==> src/rtl/pe_act_broadcast_if.sv <==
// Bus bundle for the activation broadcast transmitter: register-file read
// port toward the activation register file and the valid/ready packet
// stream toward the broadcast network.
interface pe_act_broadcast_if #(
    parameter int unsigned DATA_W   = 16,
    parameter int unsigned ACT_NO_W = 6,
    parameter int unsigned PE_IDX_W = 6
);
    logic                                 rf_rd_en;
    logic                                 rf_rd_bank;
    logic [ACT_NO_W-1:0]                  rf_rd_addr;
    logic [DATA_W-1:0]                    rf_rd_data;
    logic                                 bc_valid;
    logic                                 bc_ready;
    logic [ACT_NO_W+PE_IDX_W+DATA_W-1:0]  bc_data;

    // Transmitter side.
    modport master (
        output rf_rd_en,
        output rf_rd_bank,
        output rf_rd_addr,
        input  rf_rd_data,
        output bc_valid,
        output bc_data,
        input  bc_ready
    );

    // Register file / network side.
    modport slave (
        input  rf_rd_en,
        input  rf_rd_bank,
        input  rf_rd_addr,
        output rf_rd_data,
        input  bc_valid,
        input  bc_data,
        output bc_ready
    );
endinterface

==> src/rtl/pe_act_broadcast.sv <==
// Per-PE activation broadcast transmitter. On start it scans the local
// activations, drops zeros (optionally), tags survivors with their absolute
// index {local addr, PE_IDX} and streams them out in ascending address order,
// then pulses fin_broadcast once the last packet has been accepted.
module pe_act_broadcast #(
    parameter int unsigned DATA_W     = 16,
    parameter int unsigned ACT_NO_W   = 6,
    parameter int unsigned PE_IDX_W   = 6,
    parameter bit          SKIP_ZERO  = 1'b1,
    parameter int unsigned FIFO_DEPTH = 3
) (
    input  logic                clk,
    input  logic                rst,
    input  logic [PE_IDX_W-1:0] PE_IDX,
    input  logic                start_broadcast,
    input  logic [ACT_NO_W:0]   in_act_no,
    input  logic                act_regfile_dir,
    pe_act_broadcast_if.master  bus,
    output logic                busy,
    output logic                fin_broadcast
);

    localparam int unsigned PKT_W = ACT_NO_W + PE_IDX_W + DATA_W;
    localparam int unsigned AW    = ACT_NO_W + 1;
    localparam int unsigned PTR_W = (FIFO_DEPTH > 1) ? $clog2(FIFO_DEPTH) : 1;
    localparam int unsigned CNT_W = $clog2(FIFO_DEPTH + 1);
    localparam int unsigned SUM_W = CNT_W + 1;

    typedef enum logic [0:0] {StIdle, StRun} state_e;

    state_e            state_q, state_d;
    logic [AW-1:0]     n_q, n_d;
    logic              bank_q, bank_d;
    // One bit wider than the local address so n == 2^ACT_NO_W terminates.
    logic [AW-1:0]     rd_addr_q, rd_addr_d;
    // Read tag pipeline: the read data arrives one cycle after issue.
    logic              rd_pend_q, rd_pend_d;
    logic [ACT_NO_W-1:0] rd_tag_q, rd_tag_d;
    logic              fin_q, fin_d;

    logic [PKT_W-1:0]  mem_q [FIFO_DEPTH];
    logic [PTR_W-1:0]  wr_ptr_q, wr_ptr_d;
    logic [PTR_W-1:0]  rd_ptr_q, rd_ptr_d;
    logic [CNT_W-1:0]  occ_q, occ_d;

    logic              issue;
    logic              clear;
    logic              push;
    logic              pop;
    logic              credit_ok;
    logic              done;
    logic [SUM_W-1:0]  credit_used;

    // Credit and completion terms; a same-cycle pop is deliberately not credited.
    always_comb begin
        credit_used = SUM_W'(occ_q) + SUM_W'(rd_pend_q);
        credit_ok   = credit_used < SUM_W'(FIFO_DEPTH);
        done        = (rd_addr_q == n_q) && !rd_pend_q && (occ_q == '0);
    end

    // FSM next state, read issue and run-parameter capture.
    always_comb begin
        state_d   = state_q;
        n_d       = n_q;
        bank_d    = bank_q;
        rd_addr_d = rd_addr_q;
        rd_pend_d = 1'b0;
        rd_tag_d  = rd_tag_q;
        fin_d     = 1'b0;
        issue     = 1'b0;
        clear     = 1'b0;
        case (state_q)
            StIdle: begin
                // A start landing on the fin cycle is dropped, not queued.
                if (start_broadcast && !fin_q) begin
                    state_d   = StRun;
                    n_d       = in_act_no;
                    bank_d    = act_regfile_dir;
                    rd_addr_d = '0;
                    clear     = 1'b1;
                end
            end
            StRun: begin
                if (done) begin
                    state_d = StIdle;
                    fin_d   = 1'b1;
                end else if ((rd_addr_q < n_q) && credit_ok) begin
                    issue     = 1'b1;
                    rd_addr_d = rd_addr_q + AW'(1);
                    rd_pend_d = 1'b1;
                    rd_tag_d  = rd_addr_q[ACT_NO_W-1:0];
                end
            end
            default: state_d = StIdle;
        endcase
    end

    // State and control registers.
    always_ff @(posedge clk or posedge rst) begin
        if (rst) begin
            state_q   <= StIdle;
            n_q       <= '0;
            bank_q    <= 1'b0;
            rd_addr_q <= '0;
            rd_pend_q <= 1'b0;
            rd_tag_q  <= '0;
            fin_q     <= 1'b0;
        end else begin
            state_q   <= state_d;
            n_q       <= n_d;
            bank_q    <= bank_d;
            rd_addr_q <= rd_addr_d;
            rd_pend_q <= rd_pend_d;
            rd_tag_q  <= rd_tag_d;
            fin_q     <= fin_d;
        end
    end

    // Returning read data: keep nonzero (or all) entries, zeros just free their credit.
    always_comb begin
        push = rd_pend_q && !(SKIP_ZERO && (bus.rf_rd_data == '0));
        pop  = bus.bc_valid && bus.bc_ready;
    end

    // Output buffer pointer and occupancy update.
    always_comb begin
        wr_ptr_d = wr_ptr_q;
        rd_ptr_d = rd_ptr_q;
        occ_d    = occ_q;
        if (clear) begin
            wr_ptr_d = '0;
            rd_ptr_d = '0;
            occ_d    = '0;
        end else begin
            if (push) begin
                wr_ptr_d = (wr_ptr_q == PTR_W'(FIFO_DEPTH - 1)) ? '0 : wr_ptr_q + PTR_W'(1);
            end
            if (pop) begin
                rd_ptr_d = (rd_ptr_q == PTR_W'(FIFO_DEPTH - 1)) ? '0 : rd_ptr_q + PTR_W'(1);
            end
            occ_d = occ_q + CNT_W'(push) - CNT_W'(pop);
        end
    end

    // Output buffer storage and pointers.
    always_ff @(posedge clk or posedge rst) begin
        if (rst) begin
            for (int i = 0; i < int'(FIFO_DEPTH); i++) begin
                mem_q[i] <= '0;
            end
            wr_ptr_q <= '0;
            rd_ptr_q <= '0;
            occ_q    <= '0;
        end else begin
            if (push) begin
                mem_q[wr_ptr_q] <= {rd_tag_q, PE_IDX, bus.rf_rd_data};
            end
            wr_ptr_q <= wr_ptr_d;
            rd_ptr_q <= rd_ptr_d;
            occ_q    <= occ_d;
        end
    end

    // Outputs; read port fields are zero when no read is issued.
    always_comb begin
        bus.rf_rd_en   = issue;
        bus.rf_rd_bank = issue & bank_q;
        bus.rf_rd_addr = issue ? rd_addr_q[ACT_NO_W-1:0] : '0;
        bus.bc_valid   = (occ_q != '0);
        bus.bc_data    = bus.bc_valid ? mem_q[rd_ptr_q] : '0;
        busy           = (state_q == StRun) || fin_q;
        fin_broadcast  = fin_q;
    end

    // Credit scheme guarantees a free slot for every returning read.
    a_no_overflow : assert property (@(posedge clk) disable iff (rst)
        !(push && (occ_q == CNT_W'(FIFO_DEPTH))));

    a_stall_hold : assert property (@(posedge clk) disable iff (rst)
        (bus.bc_valid && !bus.bc_ready) |=> (bus.bc_valid && $stable(bus.bc_data)));

    a_fin_pulse : assert property (@(posedge clk) disable iff (rst)
        fin_q |=> !fin_q);

endmodule

==> src/flat_wrapper.sv <==
// flat-port wrapper written by rule: the top's interface ports become plain ports
module pe_act_broadcast_flat 
#(
    parameter int unsigned DATA_W     = 16,
    parameter int unsigned ACT_NO_W   = 6,
    parameter int unsigned PE_IDX_W   = 6,
    parameter bit          SKIP_ZERO  = 1'b1,
    parameter int unsigned FIFO_DEPTH = 3
)
  (clk, rst, PE_IDX, start_broadcast, in_act_no, act_regfile_dir, busy, fin_broadcast, bus_rf_rd_en, bus_rf_rd_bank, bus_rf_rd_addr, bus_rf_rd_data, bus_bc_valid, bus_bc_data, bus_bc_ready);
  pe_act_broadcast_if #(.DATA_W(DATA_W), .ACT_NO_W(ACT_NO_W), .PE_IDX_W(PE_IDX_W)) bus_i ();
  input  logic clk;
  input  logic rst;
  input  logic [PE_IDX_W-1:0] PE_IDX;
  input  logic start_broadcast;
  input  logic [ACT_NO_W:0] in_act_no;
  input  logic act_regfile_dir;
  output logic busy;
  output logic fin_broadcast;
  output wire logic [$bits(bus_i.rf_rd_en)-1:0] bus_rf_rd_en;
  output wire logic [$bits(bus_i.rf_rd_bank)-1:0] bus_rf_rd_bank;
  output wire logic [$bits(bus_i.rf_rd_addr)-1:0] bus_rf_rd_addr;
  input wire logic [$bits(bus_i.rf_rd_data)-1:0] bus_rf_rd_data;
  output wire logic [$bits(bus_i.bc_valid)-1:0] bus_bc_valid;
  output wire logic [$bits(bus_i.bc_data)-1:0] bus_bc_data;
  input wire logic [$bits(bus_i.bc_ready)-1:0] bus_bc_ready;
  assign bus_rf_rd_en = bus_i.rf_rd_en;
  assign bus_rf_rd_bank = bus_i.rf_rd_bank;
  assign bus_rf_rd_addr = bus_i.rf_rd_addr;
  assign bus_i.rf_rd_data = bus_rf_rd_data;
  assign bus_bc_valid = bus_i.bc_valid;
  assign bus_bc_data = bus_i.bc_data;
  assign bus_i.bc_ready = bus_bc_ready;
  pe_act_broadcast #(.DATA_W(DATA_W), .ACT_NO_W(ACT_NO_W), .PE_IDX_W(PE_IDX_W), .SKIP_ZERO(SKIP_ZERO), .FIFO_DEPTH(FIFO_DEPTH)) u_core (.clk(clk), .rst(rst), .PE_IDX(PE_IDX), .start_broadcast(start_broadcast), .in_act_no(in_act_no), .act_regfile_dir(act_regfile_dir), .bus(bus_i), .busy(busy), .fin_broadcast(fin_broadcast));
endmodule
==> config.mk <==
export PLATFORM = sky130hd
export DESIGN_NAME = pe_act_broadcast_flat
export DESIGN_NICKNAME = d
export VERILOG_FILES = /design/src/rtl/pe_act_broadcast_if.sv /design/src/rtl/pe_act_broadcast.sv /design/src/flat_wrapper.sv
export SDC_FILE = /design/constraint.sdc
export NUM_CORES = 1
export LEC_CHECK = 0
export CAP_MARGIN = 10
export CORE_MARGIN = 1
export CORE_UTILIZATION = 35
export CTS_CLUSTER_SIZE = 12
export DETAILED_ROUTE_END_ITERATION = 10
export GPL_TIMING_DRIVEN = 0
export HOLD_SLACK_MARGIN = 0.08
export PLACE_DENSITY = 0.59
export SKIP_LAST_GASP = 1
export SLEW_MARGIN = 40
export SYNTH_ARGS = -nofsm -noshare
export SYNTH_HDL_FRONTEND = slang
export SYNTH_SLANG_ARGS = --single-unit
==> constraint.sdc <==
create_clock -name clk -period 11.28 [get_ports clk]
set_input_delay 1.692 -clock clk [delete_from_list [all_inputs] [get_ports clk]]
set_output_delay 1.692 -clock clk [all_outputs]
set_load 0.02 [all_outputs]
==> results of run 1 <==
## area by class of cell
class	instances	area, um^2	share of cell area
buffer	30	173	0.0240
clock buffer	27	523	0.0728
clock inverter	4	22.5	0.00314
inverter	16	67.6	0.00941
multi-input combinational	310	2530	0.353
sequential	114	2850	0.397
tap	211	264	0.0368
timing repair buffer	73	748	0.104
## worst max-delay path by stage
stage / from / end / slack [ns]
2_1_floorplan: rst / u_core.bank_q / 6.57
3_3_place_gp: rst / u_core.rd_addr_q[2] / 4.93
3_5_place_dp: u_core.rd_addr_q[2] / bus_rf_rd_addr[2] / 6.91
4_1_cts: u_core.rd_addr_q[2] / bus_rf_rd_addr[2] / 6.44
5_1_grt: u_core.rd_addr_q[0] / bus_rf_rd_addr[2] / 6.25
6_report: u_core.rd_addr_q[0] / bus_rf_rd_addr[2] / 6.45
## routing by layer
layer / track usage / vias to the layer above / wire length [um]
met3: 0.0412 / 13 / 536
li1: - / 1850 / -
met2: 0.288 / 84 / 6350
met5: 0 / - / 0
met4: 0.0623 / 0 / 182
met1: 0.231 / 2003 / 6350
## power groups by stage
stage	registers (mW)	clock network [mW]	logic, mW
after global routing	0.770	0.520	1.46
after CTS	0.743	0.501	1.36
after floorplan	0.704	0	0.929
after detailed placement	0.748	0	1.35
final	0.743	0.492	1.34
after global placement	0.736	0	1.32
## kinds of logic (layout without fill, tap and decap cells)
logic type,Yosys count,after routing,synth area share
buf+inv,46,150,0.0414
simple gates,118,118,0.0998
mux,121,121,0.243
fa+ha+maj,12,12,0.0267
xor+xnor,2,2,0.00312
flops,114,114,0.508
compound gates,57,57,0.0782
## sequential cells by signal, indices dropped and copies added (netlist names)
signal / flops
u_core.bank_q: 1
u_core.fin_broadcast: 1
u_core.mem_q: 84
u_core.n_q: 7
u_core.occ_q: 2
u_core.rd_addr_q: 7
u_core.rd_pend_q: 1
u_core.rd_ptr_q: 2
u_core.rd_tag_q: 6
u_core.state_q: 1
u_core.wr_ptr_q: 2
## synth_stat cells (all sizes together), types with 3 or more instances
library cell,number
buf,23
o21ai,9
o22a,26
mux2i,28
inv,16
nor3b,4
dfrtp,114
nand2,44
a21oi,8
ha,12
clkbuf,7
mux2,93
nand3,3
nor4,4
nor2,38
and2,9
## per-stage QoR
step           hold slack [ns]  utilization  std cells
6_report                 0.500        0.466        785
5_1_grt                  0.513        0.466        785
4_1_cts                  0.504        0.466        785
3_5_place_dp             0.492        0.430        754
3_3_place_gp             0.486        0.428        753
2_1_floorplan            0.472            -        470
==> results.sh, run 1 <==
export IMPL_port_buffers=72
export IMPL_drive_gt1_frac=0.260
export IMPL_dr_pass1_iters=4
export IMPL_skew_ns=0.00569
export IMPL_via_per_inst=5.03
export IMPL_crit_slowest_cell="clkdlybuf4s50_1"
export IMPL_drc=0
export IMPL_critPathTopFamily="buffers and inverters"
export IMPL_start_util=0.364
export IMPL_drt_initial_drc_count=177
export IMPL_synth_area_leaders="dfrtp_1 (51%), mux2_2 (17%), mux2i_1 (5.0%)"
export IMPL_max_freq_mhz=207
export IMPL_max_stage_delay_ns=0.61
export IMPL_hpwl_um=9040
export IMPL_required_ns=9.59
export IMPL_finalPower_mw=2.58
export IMPL_avgSynthCellArea_um2=12.0
export IMPL_netlist_area_um2=5620
export IMPL_p_leak_nw=3.11
export IMPL_crit_type="reg2out"
export IMPL_cp_max_fo=11
export IMPL_core_area_um2=15400
export IMPL_cp_num_buf_inv=4
export IMPL_postCtsHoldBufs=0
export IMPL_pwr_share_comb=0.521
export IMPL_rr_startpoint="u_core.rd_pend_q"
export IMPL_tns_ns=0
export IMPL_track_usage=0.177
export IMPL_diodes=0
export IMPL_synth_seq_area_share=0.508
export IMPL_startpoint_type="flip-flop"
export IMPL_post_cts_setup_buffers=0
export IMPL_worst_path_stages=10
export IMPL_grt_pass1_vias=4138
export IMPL_place_area_um2=6640
export IMPL_final_area_um2=7180
export IMPL_ant_nets=0
export IMPL_wire_per_inst_um=17.1
export IMPL_yosysTopAreaCell="dfrtp_1"
export IMPL_vias=3950
export IMPL_layout_common_cells="dfrtp_1 (114), mux2_2 (83), clkdlybuf4s50_1 (72)"
export IMPL_hold_path_class="reg2reg"
export IMPL_fp_dieArea_um2=16600
export IMPL_cp_end_kind="primary output"
export IMPL_cp_arrival_ns=3.14
export IMPL_hold_viol_final=0
export IMPL_wl_um=13400
export IMPL_overflow=0
export IMPL_ys_warnings_count=0
export IMPL_status="complete, no violations"
export IMPL_grt_max_degree=66
export IMPL_final_common_cell="dfrtp_1"
export IMPL_ios=73
export IMPL_rows=45
export IMPL_whs_endpoint="u_core.mem_q[82]"
export IMPL_clock_sinks=114
export IMPL_max_slew_margin=0.568
export IMPL_r2r_slack_ns=8.91
export IMPL_min_from="u_core.mem_q[82]"
export IMPL_n_fill_cell=1470
export IMPL_period_share=0.429
export IMPL_p_int_mw=1.61
export IMPL_reg2reg_to="u_core.rd_addr_q[5]"
export IMPL_r2r_cells=7
export IMPL_die_width_um=129
export IMPL_async_flop_share=1.00
export IMPL_worstMarginPinSlew_ns=0.648
export IMPL_h_tree_depth=4
export IMPL_dieHeight_um=129
export IMPL_antenna_found_initial=0
export IMPL_period_minus_slack_ns=4.83
export IMPL_grt_pass1_wl_um=22100
export IMPL_synth_edf_count=0
export IMPL_crit_chain="inv_1 -> ha_1 -> nand4b_1 -> nor2_1 -> o31ai_1 -> and3_1 -> buf_4 -> buf_4 -> and2_1 -> clkdlybuf4s50_1"
export IMPL_maxCapViolCount=0
export IMPL_p_seq_frac=0.288
export IMPL_synthToLayoutAreaGrowth_pct=27.9
export IMPL_ys_flop_type="dfrtp_1"
export IMPL_place_gp_congestion=0.774
export IMPL_cts_tree="built"
export IMPL_setup_viol=0
export IMPL_postSynthCellCount=470
export IMPL_yosysUniqueCellTypes=50
export IMPL_rsz0062_at_grt="false"
export IMPL_ys_seq_elements=114
export IMPL_maxSlewViolCount=0
export IMPL_pwr_share_clk=0.191
export IMPL_vdd_drop_max_uv=244
export IMPL_dpl_worst_slack_ns=6.91
export IMPL_numCtsBuffers=17
export IMPL_synth_nets=516
export IMPL_cts_resized=0
export IMPL_whs_path_depth=1
export IMPL_final_setup_worst_slack_ns=6.45
export IMPL_synth_top_area_share=0.508
export IMPL_clkLatencyLatePin_ns=0.41
export IMPL_clk_path_buf_depth=2
export IMPL_p_sw_mw=0.962
export IMPL_power_share_switching=0.373
export IMPL_clockRootBuffer="clkbuf_16"
export IMPL_clkSlewWorstSetupHoldPaths_ns=0.05
export IMPL_nets=608
export IMPL_crit_path_frequent_cell="buf_4"
export IMPL_power_density_nw_per_um2=359
No activity file was read; power rests on OpenSTA's default activity.
==> run 2, diff against run 1 <==
Clock period 11.28 ns to 4.8 ns, I/O delays scaled along.
==> results of run 2 <==
Same layout as run 1 (identical final DEF). Status: complete, no violations.
Among the figures that moved: setup slack after placement 6.91 ns -> 1.40 ns; setup slack after layout 6.45 ns -> 0.938 ns; register-to-register setup slack 8.91 ns -> 2.43 ns; total power 2.58 mW -> 6.05 mW; worst IR drop on VDD 244 uV -> 572 uV
